--- config.mk ---
export PLATFORM = sky130hd
export DESIGN_NAME = fetch_unit_flat
export DESIGN_NICKNAME = d
export VERILOG_FILES = /design/src/rtl/fetch_if.sv /design/src/rtl/fetch_unit.sv /design/src/flat_wrapper.sv
export SDC_FILE = /design/constraint.sdc
export NUM_CORES = 1
export LEC_CHECK = 0
export BUFFER_PORTS_ARGS = -buffer_cell sky130_fd_sc_hd__buf_2
export CORE_ASPECT_RATIO = 0.8
export CORE_MARGIN = 1
export CORE_UTILIZATION = 57
export CTS_BUF_LIST = sky130_fd_sc_hd__clkbuf_2 sky130_fd_sc_hd__clkbuf_4 sky130_fd_sc_hd__clkbuf_8
export DETAILED_ROUTE_END_ITERATION = 12
export HOLD_SLACK_MARGIN = 0.1
export PLACE_DENSITY = 0.95
export SYNTH_ARGS = -nofsm -noshare
export SYNTH_HDL_FRONTEND = slang
export SYNTH_SLANG_ARGS = --single-unit
export TNS_END_PERCENT = 30
--- constraint.sdc ---
create_clock -name clk -period 3.3 [get_ports clk]
set_input_delay 0.165 -clock clk [delete_from_list [all_inputs] [get_ports clk]]
set_output_delay 0.165 -clock clk [all_outputs]
set_load 0.02 [all_outputs]
--- src/rtl/fetch_if.sv ---
// Fetch-stage bus: pipeline control inputs, instruction-memory port and IF/ID outputs.
interface fetch_if;
    logic       stall;
    logic       redirect_en;
    logic [7:0] redirect_pc;
    logic [7:0] imem_addr;
    logic [7:0] imem_data;
    logic [7:0] if_pc;
    logic [7:0] if_instr;
    logic [7:0] if_imm;
    logic       if_valid;
    logic       if_flush;

    // Fetch unit side.
    modport master (
        input  stall,
        input  redirect_en,
        input  redirect_pc,
        input  imem_data,
        output imem_addr,
        output if_pc,
        output if_instr,
        output if_imm,
        output if_valid,
        output if_flush
    );

    // Pipeline / memory side.
    modport slave (
        output stall,
        output redirect_en,
        output redirect_pc,
        output imem_data,
        input  imem_addr,
        input  if_pc,
        input  if_instr,
        input  if_imm,
        input  if_valid,
        input  if_flush
    );
endinterface

--- src/rtl/fetch_unit.sv ---
// Instruction-fetch stage: owns the PC, assembles 1/2-byte instructions, handles the
// reset vector, HALT and downstream redirects. Outputs are combinational from state
// and the same-cycle instruction-memory byte.
module fetch_unit #(
    parameter logic [7:0] RESET_VEC_ADDR = 8'h00,
    parameter logic [3:0] IMM_OPCODE     = 4'hC,
    parameter logic [7:0] HALT_OPCODE    = 8'h01
) (
    input logic     clk,
    input logic     rst,
    fetch_if.master bus_io
);

    typedef enum logic [1:0] {
        StVec,
        StFetch,
        StImm,
        StHalted
    } state_e;

    state_e     state_q, state_d;
    logic [7:0] pc_q, pc_d;
    logic [7:0] op_hold_q, op_hold_d;
    logic [7:0] pc_hold_q, pc_hold_d;

    logic       is_imm_op;
    logic       is_halt_op;
    logic       redirect;
    logic [7:0] pc_inc;

    assign is_imm_op  = (bus_io.imem_data[7:4] == IMM_OPCODE);
    assign is_halt_op = (bus_io.imem_data == HALT_OPCODE);
    // The reset-vector load cannot be interrupted by a redirect.
    assign redirect   = bus_io.redirect_en && (state_q != StVec);
    assign pc_inc     = pc_q + 8'd1;

    // Output decode: memory address and the instruction presented to IF/ID.
    always_comb begin
        bus_io.imem_addr = pc_q;
        bus_io.if_pc     = 8'h00;
        bus_io.if_instr  = 8'h00;
        bus_io.if_imm    = 8'h00;
        bus_io.if_valid  = 1'b0;
        bus_io.if_flush  = 1'b0;
        unique case (state_q)
            StVec: begin
                bus_io.imem_addr = RESET_VEC_ADDR;
            end
            StFetch: begin
                if (redirect) begin
                    bus_io.if_flush = 1'b1;
                end else if (!is_imm_op) begin
                    // Plain 1-byte instruction, or HALT presented once.
                    bus_io.if_valid = 1'b1;
                    bus_io.if_pc    = pc_q;
                    bus_io.if_instr = bus_io.imem_data;
                end
            end
            StImm: begin
                if (redirect) begin
                    bus_io.if_flush = 1'b1;
                end else begin
                    bus_io.if_valid = 1'b1;
                    bus_io.if_pc    = pc_hold_q;
                    bus_io.if_instr = op_hold_q;
                    bus_io.if_imm   = bus_io.imem_data;
                end
            end
            StHalted: begin
                bus_io.if_flush = redirect;
            end
            default: begin
                bus_io.imem_addr = pc_q;
            end
        endcase
    end

    // Next-state: redirect beats stall; stall freezes everything else.
    always_comb begin
        state_d   = state_q;
        pc_d      = pc_q;
        op_hold_d = op_hold_q;
        pc_hold_d = pc_hold_q;
        if (state_q == StVec) begin
            pc_d    = bus_io.imem_data;
            state_d = StFetch;
        end else if (redirect) begin
            // Any half-assembled opcode is simply abandoned.
            pc_d    = bus_io.redirect_pc;
            state_d = StFetch;
        end else if (!bus_io.stall) begin
            unique case (state_q)
                StFetch: begin
                    if (is_imm_op) begin
                        op_hold_d = bus_io.imem_data;
                        pc_hold_d = pc_q;
                        pc_d      = pc_inc;
                        state_d   = StImm;
                    end else if (is_halt_op) begin
                        state_d = StHalted;
                    end else begin
                        pc_d = pc_inc;
                    end
                end
                StImm: begin
                    pc_d    = pc_inc;
                    state_d = StFetch;
                end
                StHalted: begin
                    state_d = StHalted;
                end
                default: begin
                    state_d = StVec;
                end
            endcase
        end
    end

    // State registers with asynchronous active-high reset.
    always_ff @(posedge clk or posedge rst) begin
        if (rst) begin
            state_q   <= StVec;
            pc_q      <= 8'h00;
            op_hold_q <= 8'h00;
            pc_hold_q <= 8'h00;
        end else begin
            state_q   <= state_d;
            pc_q      <= pc_d;
            op_hold_q <= op_hold_d;
            pc_hold_q <= pc_hold_d;
        end
    end

endmodule

--- src/flat_wrapper.sv ---
// flat-port wrapper written by rule: the top's interface ports become plain ports
module fetch_unit_flat 
#(
    parameter logic [7:0] RESET_VEC_ADDR = 8'h00,
    parameter logic [3:0] IMM_OPCODE     = 4'hC,
    parameter logic [7:0] HALT_OPCODE    = 8'h01
)
  (clk, rst, bus_io_stall, bus_io_redirect_en, bus_io_redirect_pc, bus_io_imem_data, bus_io_imem_addr, bus_io_if_pc, bus_io_if_instr, bus_io_if_imm, bus_io_if_valid, bus_io_if_flush);
  fetch_if bus_io_i ();
  input logic clk;
  input logic rst;
  input wire logic [$bits(bus_io_i.stall)-1:0] bus_io_stall;
  input wire logic [$bits(bus_io_i.redirect_en)-1:0] bus_io_redirect_en;
  input wire logic [$bits(bus_io_i.redirect_pc)-1:0] bus_io_redirect_pc;
  input wire logic [$bits(bus_io_i.imem_data)-1:0] bus_io_imem_data;
  output wire logic [$bits(bus_io_i.imem_addr)-1:0] bus_io_imem_addr;
  output wire logic [$bits(bus_io_i.if_pc)-1:0] bus_io_if_pc;
  output wire logic [$bits(bus_io_i.if_instr)-1:0] bus_io_if_instr;
  output wire logic [$bits(bus_io_i.if_imm)-1:0] bus_io_if_imm;
  output wire logic [$bits(bus_io_i.if_valid)-1:0] bus_io_if_valid;
  output wire logic [$bits(bus_io_i.if_flush)-1:0] bus_io_if_flush;
  assign bus_io_i.stall = bus_io_stall;
  assign bus_io_i.redirect_en = bus_io_redirect_en;
  assign bus_io_i.redirect_pc = bus_io_redirect_pc;
  assign bus_io_i.imem_data = bus_io_imem_data;
  assign bus_io_imem_addr = bus_io_i.imem_addr;
  assign bus_io_if_pc = bus_io_i.if_pc;
  assign bus_io_if_instr = bus_io_i.if_instr;
  assign bus_io_if_imm = bus_io_i.if_imm;
  assign bus_io_if_valid = bus_io_i.if_valid;
  assign bus_io_if_flush = bus_io_i.if_flush;
  fetch_unit #(.RESET_VEC_ADDR(RESET_VEC_ADDR), .IMM_OPCODE(IMM_OPCODE), .HALT_OPCODE(HALT_OPCODE)) u_core (.clk(clk), .rst(rst), .bus_io(bus_io_i));
endmodule
=== Yosys cells after proc, flatten, opt, wreduce, memory -nomap -nowiden ===
Index checks and enable logic that the tools add are counted.

* Register bits: 26
* Input bits: 20

* Add/subtract/negate cells: 1
* Equal/unequal tests: 8
* Multiplexer cells: 29
* Bitwise logic cells: 3
* Reduce and logical (&&, ||, !) cells: 8

{| class="wikitable"
|+ Operator list
! kind !! count
|-
| $mux 8 || 14
|-
| $pmux 8 s2 || 3
|-
| $mux 2 || 5
|-
| $add 8x1->8 const B || 1
|-
| $eq 8x1->1 const B || 1
|-
| $pmux 2 s3 || 1
|-
| $ne 5x1->1 const B || 1
|-
| $ne 5x4->1 const B || 1
|-
| $reduce_and 5->1 || 1
|-
| $eq 2x2->1 const B || 2
|-
| $eq 4x4->1 const B || 1
|-
| $mux 1 || 4
|-
| $pmux 1 s2 || 2
|-
| $reduce_bool 4->1 || 1
|-
| $ne 3x1->1 const B || 1
|-
| $not 1->1 || 3
|-
| $reduce_and 3->1 || 1
|-
| $eq 2x1->1 const B || 1
|-
| $logic_not 2->1 || 1
|-
| $reduce_and 2->1 || 1
|-
| $reduce_bool 2->1 || 1
|-
| $reduce_or 2->1 || 1
|-
| $logic_and 1x1->1 || 1
|}

=== Logic depth before layout (Yosys ltp) ===
Gate-level depths: netlist (run 1).

* Depth after elaboration: 7
* Gate-level depth with buffers: 8

=== Worst setup path before layout (run 1) ===
OpenSTA, ideal clock, no wires.

* Path type: flip-flop to output port
* Start: reg u_core.state_q[1]
* End: out bus_io_if_instr[0]
* Arrival time: 1.975 ns
* Path slack: 1.160 ns
* Stages on the path, launching flop included: 9
* Path buffers: 2
* Cell sequence: dfrtp_1 inv_1 ha_1 nor2b_1 clkbuf_1 nor2b_1 clkbuf_1 a22oi_1 nor2b_1

* Longest elaborated chain between the ends: 4

{| class="wikitable"
|+ Ends and longest elaborated chain
! element !! line !! text
|-
| start: declaration || fetch_unit.sv:21 || <nowiki>state_e state_q, state_d;</nowiki>
|-
| start signal: assignment || fetch_unit.sv:122 || <nowiki>state_q <= StVec;</nowiki>
|-
| start signal: assignment || fetch_unit.sv:127 || <nowiki>state_q <= state_d;</nowiki>
|-
| $reduce_bool 2->1 || fetch_unit.sv:34 || <nowiki>assign redirect = bus_io.redirect_en && (state_q != StVec);</nowiki>
|-
| $logic_and 1x1->1 || fetch_unit.sv:34 ||
|-
| $mux 8, on equally long branches || fetch_unit.sv:60, fetch_unit.sv:50 ||
|-
| $pmux 8 s2 (*) || fetch_unit.sv:45 || <nowiki>unique case (state_q)</nowiki>
|-
| end: declaration || flat_wrapper.sv:18 || <nowiki>output wire logic [$bits(bus_io_i.if_instr)-1:0] bus_io_if_instr;</nowiki>
|}

Mark *: on every way between the ends. The rest lies on a longest branch, timed or not.

=== Worst setup path in the final report (run 1) ===
* Start: reg u_core.state_q[1]
* End: out bus_io_if_instr[2]

The elaborated chain is that of the path after synthesis.

==> impl_metrics.csv, run 1 <==
group,metric,value,unit
status,status,"completed",
grt,grt_use_total,27.56,%
worst_setup_path,critical_path.max_fanout,14,
hold_path,min_path_type,"input port to asynchronous set/reset pin",
detailed_routing,via_count,1630,
sta,fin_crit_sh,84.90,%
sta,slew_viol_final,0,
detailed_routing,first_pass_iters,4,
detailed_routing,drc,0,
worst_setup_path,crit_slowest_cell,"nor2_1",
die,num_rows,17,
worst_setup_path,critical_path_required,3130,ps
synthesis,synthMuxAreaShare,9.841,%
grt,grt_pass1_wl,7003,um
sta,tightest_slew,1026,ps
synthesis,yosys.area_share.xor_xnor,0.4851,%
sta,final_hold_viol_count,0,
synthesis,synth_area_leader_cell,"dfrtp_1",
die,dieArea,3398,um2
synthesis,synthCells,193,
worst_setup_path,r2r_setup_slack,850,ps
worst_setup_path,crit_path_end_kind,"primary output",
cells_and_area,finalInstanceArea,2136,um2
synthesis,synth_flop_cell,"dfrtp_1",
clock_network,holdBufCountCts,0,
detailed_routing,viasPerCell,5.884,
place,place_area,2064,um2
synthesis,synth_common_cells,"26 x dfrtp_1, 25 x nor2b_1, 17 x a22oi_1, 14 x o21ai_0, 13 x nand2_1",
worst_setup_path,critPathLaunchType,"flip-flop",
cells_and_area,final_nets,266,
power_and_ir_drop,p_leak,1.090,nW
clock_network,ctsResizeCount,0,
die,start_util,62.88,%
die,die_w,64.93,um
synthesis,ys_warn_count,0,
place,portBuffers,53,
worst_setup_path,crit_arrival,2640,ps
clock_network,clock_sinks,26,
run,cap_violations,0,
grt,grt_start_max_net_pins,27,
sta,whs,97.37,ps
synthesis,synthMostInstantiatedCell,"dfrtp_1",
synthesis,synth-compound-area-share,18.85,%
worst_setup_path,r2r-start,"u_core.state_q[0]",
cells_and_area,n_fill_cell,222,
sta,setup_violations,0,
worst_setup_path,path_cells,"inv_1 > ha_1 > nor2b_1 > nor2_1 > a22oi_1 > nor2b_1 > buf_2",
synthesis,synth-simple-area-share,25.16,%
synthesis,syn_area,1805,um2
clock_network,cts_made_buffers,3,
cells_and_area,antenna_cells,0,
worst_setup_path,ff2ff_path_depth,5,
sta,rsz0062_at_grt,"false",
sta,max_freq,0.3569,GHz
die,dieHeight,52.34,um
grt,grt_overflow,0,
worst_setup_path,crit_type,"flip-flop to primary output",
synthesis,synth-edff-count,0,
clock_network,insertion_delay,270,ps
detailed_routing,routedWlPerCell,15.73,um
worst_setup_path,cp_top_family,"simple AND/OR/NAND/NOR gates",
worst_setup_path,crit_buf_inv,2,
synthesis,synth_top_family_by_area,"simple AND/OR/NAND/NOR gates",
die,io-pin-count,54,
grt,grt_pass1_vias,1459,
sta,tns,0,ps
sta,min_period,2802,ps
synthesis,synthTopCellsByArea,"dfrtp_1 36%, nor2b_1 8.7%, a22oi_1 7.1%",
cells_and_area,area_growth,18.30,%
sta,clock_skew,3.765,ps
place,gp_congestion,0.9134,
detailed_routing,wl,4356,um
die,coreArea,2872,um2
synthesis,syn-mean-instance-area,9.355,um2
worst_setup_path,slowest_delay,800,ps
grt,antenna_found_initial,0,
power_and_ir_drop,p_per_area,591.0,nW/um2
clock_network,tritoncts,"yes",
synthesis,synth.top_cell.area_share,36.04,%
clock_network,cts_setup_buffers,0,
sta,slew_headroom,31.33,%
clock_network,clkSlewWorstSetupHoldPaths,90,ps
place,hpwlAfterDp,3098,um
synthesis,ys_types,40,
synthesis,synthArstFlopShare,100.0,%
synthesis,synthAdderAreaFrac,4.158,%
cells_and_area,drive_above_1_share,32.22,%
detailed_routing,antenna_left,0,
worst_setup_path,crit_top_cell,"nor2b_1",
power_and_ir_drop,ir_drop,0.3100,mV
synthesis,syn_nets,219,
worst_setup_path,rr_endpoint,"u_core.pc_hold_q[0]",
power_and_ir_drop,finalPower,0.001262,W
detailed_routing,drt_iter0_drc,86,
clock_network,cts-root-buf,"clkbuf_8",
clock_network,cts_max_level,1,
synthesis,ys_seq_area_share,36.04,%
clock_network,cts_buffer_depth,2,
synthesis,ys_ff_latch,26,
[cell families (layout without fill, tap and decap cells)]
family / after synthesis / count (layout)
XOR/XNOR: 1 / 1
AND/OR/NAND/NOR: 77 / 77
flip-flops: 26 / 26
AO/OA/AOI/OAI: 50 / 50
adder cells (fa/ha/maj): 6 / 6
multiplexers: 14 / 14
buffers and inverters: 19 / 65
[how the worst max path moves through the flow]
stage	to	startpoint	cells past startpoint	slack, ps
after floorplan	bus_io_if_instr[0]	u_core.state_q[1]	8	1160
after global placement	u_core.op_hold_q[1]	u_core.state_q[0]	5	940
after detailed placement	bus_io_if_instr[2]	u_core.state_q[1]	7	860
after CTS	bus_io_if_instr[2]	u_core.state_q[1]	7	500
after global routing	bus_io_if_instr[7]	u_core.state_q[1]	7	300
final	bus_io_if_instr[2]	u_core.state_q[1]	7	500
[power breakdown]
group,internal (W),total (W),switching [W]
clock,0.000162,0.000267,0.000105
combinational,0.000223,0.000509,0.000285
sequential,0.000402,0.000486,0.0000849
total,0.000788,0.00126,0.000475
[per-stage QoR]
step                      instances  setup WS [ps]  utilization, %
after CTS                       277          496.7           74.38
final                           277          498.3           74.38
after detailed placement        273          861.4           71.90
after floorplan                 193           1160               -
after global placement          273          941.6           71.90
after global routing            277          299.1           74.38
[state kept, by name (all words and copies together) (netlist names)]
signal	flops
u_core.pc_hold_q	8
u_core.pc_q	8
u_core.op_hold_q	8
u_core.state_q	2
[layer usage]
metal / wire length, um / part of all wire, % / global-route usage (%)
met1: 1972 / 45 / 37.94
met3: 336 / 7.7 / 4.565
met4: 27 / 0.62 / 7.037
met5: 0 / 0 / 0
met2: 2019 / 46 / 45.31
[cell type report]
type                    instances  area (um2)  share of cell area, %
well taps                      38       47.55                  2.226
flip-flops and latches         26       650.6                  30.46
clock inverters                 1       30.03                  1.406
repair buffers                 57       295.3                  13.83
clock buffers                   3       41.29                  1.933
inverters                       4       15.01                 0.7030
multi-input cells             148        1056                  49.44
[layout by cell type, fill, tap and decap left out, types with 6 or more instances in the layout]
cell type | Yosys | final
a22oi_1 | 17 | 17
and2_1 | 10 | 10
buf_2 | 1 | 53
dfrtp_1 | 26 | 26
ha_1 | 6 | 6
mux2_2 | 6 | 6
mux2_4 | 6 | 6
nand2_1 | 13 | 13
nor2_1 | 10 | 10
nor2b_1 | 25 | 25
o21ai_0 | 14 | 14
No activity file was read; power rests on OpenSTA's default activity.
==> run 2, diff against run 1 <==
--- a/config.mk
+++ b/config.mk
@@ -5,14 +5,15 @@
 export SDC_FILE = /design/constraint.sdc
 export NUM_CORES = 1
 export LEC_CHECK = 0
+export ABC_AREA = 1
 export BUFFER_PORTS_ARGS = -buffer_cell sky130_fd_sc_hd__buf_2
 export CORE_ASPECT_RATIO = 0.8
 export CORE_MARGIN = 1
-export CORE_UTILIZATION = 57
+export CORE_UTILIZATION = 48
 export CTS_BUF_LIST = sky130_fd_sc_hd__clkbuf_2 sky130_fd_sc_hd__clkbuf_4 sky130_fd_sc_hd__clkbuf_8
 export DETAILED_ROUTE_END_ITERATION = 12
 export HOLD_SLACK_MARGIN = 0.1
-export PLACE_DENSITY = 0.95
+export PLACE_DENSITY = 0.88
 export SYNTH_ARGS = -nofsm -noshare
 export SYNTH_HDL_FRONTEND = slang
 export SYNTH_SLANG_ARGS = --single-unit
==> constraint.sdc (replaced) <==
create_clock -name clk -period 2.3 [get_ports clk]
set_input_delay 0.115 -clock clk [delete_from_list [all_inputs] [get_ports clk]]
set_output_delay 0.115 -clock clk [all_outputs]
set_load 0.02 [all_outputs]
==> impl_metrics.csv, run 2 <==
group,metric,value,unit
cells_and_area,area_growth,22.37,%
grt,grt_use_total,25.29,%
synthesis,synth_common_cells,"93 x nand2_1, 32 x nor2_1, 29 x inv_1, 26 x dfrtp_1, 25 x o21ai_0",
grt,grt_pass1_wl,7962,um
synthesis,ys_ff_latch,26,
worst_setup_path,crit_arrival,2060,ps
grt,grt_start_max_net_pins,27,
place,dp_slack,447.1,ps
detailed_routing,viasPerCell,5.212,
die,dieHeight,56.36,um
grt,grt_pass1_vias,1646,
worst_setup_path,critical_path.max_fanout,17,
sta,slew_viol_final,0,
sta,whs,169.1,ps
detailed_routing,drc,0,
worst_setup_path,rr_endpoint,"u_core.op_hold_q[7]",
sta,min_period,2173,ps
worst_setup_path,path_cells,"inv_1 > ha_1 > inv_2 > nand2_4 > inv_2 > nor2_8 > buf_4 > nand2_1 > a21oi_1 > buf_2",
worst_setup_path,path_depth,10,
worst_setup_path,ff2ff_path_depth,8,
synthesis,synthMostInstantiatedCell,"nand2_1",
cells_and_area,drive_above_1_share,23.01,%
synthesis,ys_seq_area_share,36.70,%
synthesis,synth_area_leader_cell,"dfrtp_1",
synthesis,synth-edff-count,0,
die,die_w,69.95,um
clock_network,cts_buffer_depth,2,
worst_setup_path,crit_slowest_cell,"dfrtp_1",
sta,fin_ws,126.6,ps
worst_setup_path,crit_buf_inv,5,
grt,grt_overflow,0,
place,gp_congestion,0.9300,
run,cap_violations,0,
die,start_util,51.08,%
power_and_ir_drop,ir_drop,0.6900,mV
hold_path,min_path_type,"input port to flip-flop",
clock_network,cts_made_buffers,3,
synthesis,ys_types,24,
sta,setup_violations,0,
worst_setup_path,crit_start,"u_core.state_q[0]",
detailed_routing,drt_iter0_drc,166,
detailed_routing,antenna_left,0,
worst_setup_path,critPathLaunchType,"flip-flop",
clock_network,insertion_delay,270,ps
clock_network,cts-root-buf,"clkbuf_8",
synthesis,ys_warn_count,0,
cells_and_area,antenna_cells,0,
worst_setup_path,slowest_delay,440,ps
clock_network,tritoncts,"yes",
worst_setup_path,crit_type,"flip-flop to primary output",
cells_and_area,layout_commonest_cell,"nand2_1",
sta,final_hold_viol_count,0,
die,dieArea,3942,um2
cells_and_area,final_nets,353,
sta,tightest_slew,949.6,ps
cells_and_area,layout_common_cells,"93 x nand2_1, 53 x buf_2, 32 x nor2_1",
die,num_rows,19,
status,status,"completed",
sta,slew_headroom,36.62,%
worst_setup_path,r2r-start,"u_core.state_q[0]",
die,coreArea,3471,um2
sta,clock_skew,1.787,ps
place,hpwlAfterDp,3660,um
synthesis,syn-mean-instance-area,6.566,um2
clock_network,clkSlewWorstSetupHoldPaths,90,ps
clock_network,clock_sinks,26,
power_and_ir_drop,p_per_area,1367,nW/um2
worst_setup_path,r2r_setup_slack,410,ps
sta,fin_crit_sh,94.49,%
grt,antenna_found_initial,0,
synthesis,syn_area,1773,um2
synthesis,synthArstFlopShare,100.0,%
detailed_routing,wl,4735,um
detailed_routing,via_count,1918,
detailed_routing,first_pass_iters,4,
worst_setup_path,crit_end,"bus_io_if_pc[0]",
synthesis,synth_flop_cell,"dfrtp_1",
worst_setup_path,cp_top_family,"buffers and inverters",
cells_and_area,reg_top3,"u_core.op_hold_q x8, u_core.pc_hold_q x8, u_core.pc_q x8",
synthesis,synthCells,270,
place,portBuffers,53,
power_and_ir_drop,p_leak,1.197,nW
sta,max_freq,0.4601,GHz
worst_setup_path,critical_path_required,2180,ps
detailed_routing,routedWlPerCell,12.87,um
sta,rsz0062_at_grt,"true",
worst_setup_path,crit_top_cell,"inv_2",
die,io-pin-count,54,
synthesis,syn_nets,296,
worst_setup_path,crit_path_end_kind,"primary output",
clock_network,cts_max_level,1,
synthesis,synthTopCellsByArea,"dfrtp_1 37%, nand2_1 20%, o21ai_0 7.1%",
synthesis,synth.top_cell.area_share,36.70,%
run 2: cell count changes after synthesis, moves of 8 or more:
| cell | delta |
|---|---|
| and2_1 | -10 |
| clkbuf_1 | -8 |
| nand3_1 | +10 |
| nor2_1 | +22 |
| inv_1 | +25 |
| o21ai_0 | +11 |
| nor2b_1 | -25 |
| a22oi_1 | -17 |
| a21oi_1 | +16 |
| nand2_1 | +80 |
run 2: area by class of cell:
cell class | count | area [um2]
clock buffer | 3 | 41.29
clock inverter | 1 | 30.03
fill | 319 | 1301
inverter | 33 | 123.9
multi-input combinational | 204 | 954.7
sequential | 26 | 650.6
tap | 42 | 52.55
timing repair buffer | 59 | 316.6
run 2: per-layer routing:
| metal | vias up | track usage [%] | routed length [um] |
|---|---|---|---|
| li1 | 960 | - | - |
| met1 | 861 | 38.69 | 2223 |
| met2 | 91 | 38.74 | 2084 |
| met3 | 6 | 3.770 | 397 |
| met4 | 0 | 3.429 | 29 |
| met5 | - | 0 | 0 |
run 2: kinds of logic (layout without fill, tap and decap cells):
kind of cell | Yosys count | in the layout | synth area share [%]
fa+ha+maj | 6 | 6 | 4.234
flops | 26 | 26 | 36.70
simple gates | 146 | 146 | 34.30
buf+inv | 40 | 96 | 9.597
compound gates | 52 | 52 | 15.17
run 2: worst min-delay path by stage:
stage / start / to / cells after the start
final: bus_io_redirect_pc[0] / u_core.pc_q[0] / 3
after global routing: bus_io_redirect_pc[0] / u_core.pc_q[0] / 3
after CTS: bus_io_redirect_pc[0] / u_core.pc_q[0] / 3
after detailed placement: rst / u_core.pc_hold_q[7] / 2
after global placement: rst / u_core.pc_hold_q[6] / 2
after floorplan: rst / u_core.op_hold_q[0] / 1
run 2: timing repair:
action                                  in CTS  in global routing
endpoints found under the hold margin       26                  0
endpoints found under the setup margin       0                  3
resized for setup                            0                  2
hold buffers                                 1                  0
buffers inserted                             0                  1
run 2: worst register-to-register path: stages (launching register included):
cell	delay (ps)
dfrtp_1	440
inv_1	90
ha_1	220
inv_2	130
nand2_1	100
nor2_2	150
nand3_2	360
inv_1	230
or2_2	130
run 2: per-stage QoR:
step / power (W) / area (um2) / util (%) / std cells / setup TNS [ps]
finish: 0.002966 / 2170 / 62.51 / 368 / 0
global placement: 0.002520 / 2074 / 59.77 / 362 / 0
global route: 0.003218 / 2170 / 62.51 / 368 / -23.15
detailed placement: 0.002560 / 2074 / 59.77 / 362 / 0
CTS: 0.002946 / 2156 / 62.11 / 367 / 0
floorplan: 0.002027 / 1773 / - / 270 / 0
run 2: power by group:
| part | switching [W] | internal (W) |
|---|---|---|
| sequential | 0.000196 | 0.000649 |
| combinational | 0.00117 | 0.000577 |
| clock | 0.000142 | 0.000233 |
==> run 3, diff against run 2 <==
--- a/config.mk
+++ b/config.mk
@@ -5,7 +5,7 @@
 export SDC_FILE = /design/constraint.sdc
 export NUM_CORES = 1
 export LEC_CHECK = 0
-export ABC_AREA = 1
+export ABC_AREA = 0
 export BUFFER_PORTS_ARGS = -buffer_cell sky130_fd_sc_hd__buf_2
 export CORE_ASPECT_RATIO = 0.8
 export CORE_MARGIN = 1
==> impl_metrics.csv, run 3 (same netlist as run 1, synthesis figures left out) <==
group,metric,value,unit
worst_setup_path,crit_arrival,2380,ps
worst_setup_path,critical_path.max_fanout,16,
detailed_routing,first_pass_iters,8,
detailed_routing,viasPerCell,5.853,
detailed_routing,via_count,1674,
die,num_rows,19,
grt,use_met2,38.97,%
die,coreArea,3518,um2
grt,grt_pass1_wl,7369,um
grt,antenna_found_initial,0,
cells_and_area,fin_util,62.66,%
clock_network,cts_buffer_depth,2,
worst_setup_path,cp_top_family,"simple AND/OR/NAND/NOR gates",
sta,rsz0062_at_grt,"false",
die,dieArea,4012,um2
grt,grt_overflow,0,
cells_and_area,layout_common_cells,"53 x buf_2, 26 x dfrtp_1, 23 x nor2b_1",
clock_network,insertion_delay,270,ps
clock_network,clkSlewWorstSetupHoldPaths,90,ps
cells_and_area,layout_commonest_cell,"buf_2",
detailed_routing,drt_iter0_drc,60,
grt,met1_usage,31.20,%
clock_network,tritoncts,"yes",
clock_network,cts_max_level,1,
grt,grt_use_total,23.42,%
detailed_routing,wl,4599,um
power_and_ir_drop,p_per_area,795.0,nW/um2
sta,final_hold_viol_count,0,
worst_setup_path,path_cells,"inv_1 > ha_2 > or2_1 > or4b_4 > mux2_4",
worst_setup_path,critical_path_required,2460,ps
power_and_ir_drop,p_leak,1.114,nW
sta,clock_skew,5.535,ps
sta,slew_headroom,34.99,%
clock_network,clock_sinks,26,
detailed_routing,drc,6,
cells_and_area,drive_above_1_share,34.84,%
sta,tns,0,ps
worst_setup_path,slowest_delay,660,ps
sta,setup_violations,0,
die,die_w,70.57,um
detailed_routing,routedWlPerCell,16.08,um
die,start_util,51.32,%
worst_setup_path,crit_slowest_cell,"or4b_4",
worst_setup_path,crit_path_end_kind,"flip-flop",
cells_and_area,reg_top3,"u_core.op_hold_q x8, u_core.pc_hold_q x8, u_core.pc_q x8",
worst_setup_path,critPathLaunchType,"flip-flop",
sta,slew_viol_final,0,
sta,fin_crit_sh,96.44,%
power_and_ir_drop,ir_drop,0.4717,mV
sta,max_freq,0.4508,GHz
run,cap_violations,0,
worst_setup_path,crit_buf_inv,1,
grt,grt_most_used_layer,"met2",
clock_network,cts-root-buf,"clkbuf_8",
cells_and_area,antenna_cells,0,
die,dieHeight,56.86,um
status,violations,"DRC",
power_and_ir_drop,finalPower,0.001753,W
sta,tightest_slew,974.1,ps
cells_and_area,final_nets,271,
place,gp_congestion,0.8602,
die,io-pin-count,54,
status,status,"finished with violations",
grt,grt_util_met3,5.566,%
grt,grt_pass1_vias,1539,
worst_setup_path,crit_type,"flip-flop to flip-flop",
clock_network,cts_made_buffers,3,
place,hpwlAfterDp,3318,um
grt,grt_start_max_net_pins,27,
place,portBuffers,53,
detailed_routing,antenna_left,0,
cells_and_area,area_growth,22.11,%
hold_path,min_path_type,"input port to flip-flop",
sta,min_period,2218,ps
-- run 3: final timing paths --
| kind | endpoint | startpoint | slack, ps | cells after the start |
|---|---|---|---|---|
| max in group asynchronous | u_core.pc_q[6] | rst | 1100 | 3 |
| min in group asynchronous | u_core.pc_q[2] | rst | 610 | 3 |
| min | u_core.op_hold_q[0] | bus_io_imem_data[0] | 140 | 2 |
| max reg2reg | u_core.op_hold_q[3] | u_core.state_q[1] | 80 | 5 |
| min reg2reg | u_core.op_hold_q[7] | u_core.op_hold_q[7] | 470 | 1 |
| max | u_core.op_hold_q[3] | u_core.state_q[1] | 80 | 5 |
-- run 3: layer usage --
metal	share of wire (%)	wire length [um]	up-vias
li1	-	-	791
met1	46	2122	822
met2	47	2150	55
met3	6.2	286	6
met4	0.87	40	0
met5	0	0	-
-- run 3: stage by stage --
stage / setup slack, ps / std cells / hold WS [ps] / area [um2]
2_1_floorplan: 210.1 / 193 / 155.0 / 1805
3_3_place_gp: 110.3 / 281 / 367.9 / 2100
3_5_place_dp: 17.77 / 281 / 373.8 / 2100
4_1_cts: 35.97 / 286 / 135.2 / 2177
5_1_grt: 35.87 / 286 / 135.8 / 2205
6_report: 81.88 / 286 / 136.4 / 2205
-- run 3: repair_timing --
item / 4_1_cts / 5_1_grt
endpoints found under the hold margin: 26 / 0
cloned: 0 / 0
resized for setup: 4 / 5
hold buffers: 1 / 0
endpoints found under the setup margin: 22 / 15
setup buffers: 0 / 0
-- run 3: power breakdown --
group	leakage, nW	internal, W	switching, W
registers	0.329	0.000576	0.000127
clock network	0.0288	0.000153	0.000138
logic	0.757	0.000336	0.000422
-- run 3: worst register-to-register path, delay by kind of cell (launching register included) --
family | cells | cell delay, ps
buffers and inverters | 1 | 120
DFF | 1 | 450
and+or+nand+nor | 2 | 960
adders and majority gates | 1 | 220
muxes | 1 | 360
-- run 3: cell type report --
class,instances,area (um2)
clock buffers,4,55.05
multi-input cells,148,1092
repair buffers,62,339.1
inverters,4,15.01
fillers,293,1314
well taps,42,52.55
flip-flops and latches,26,650.6
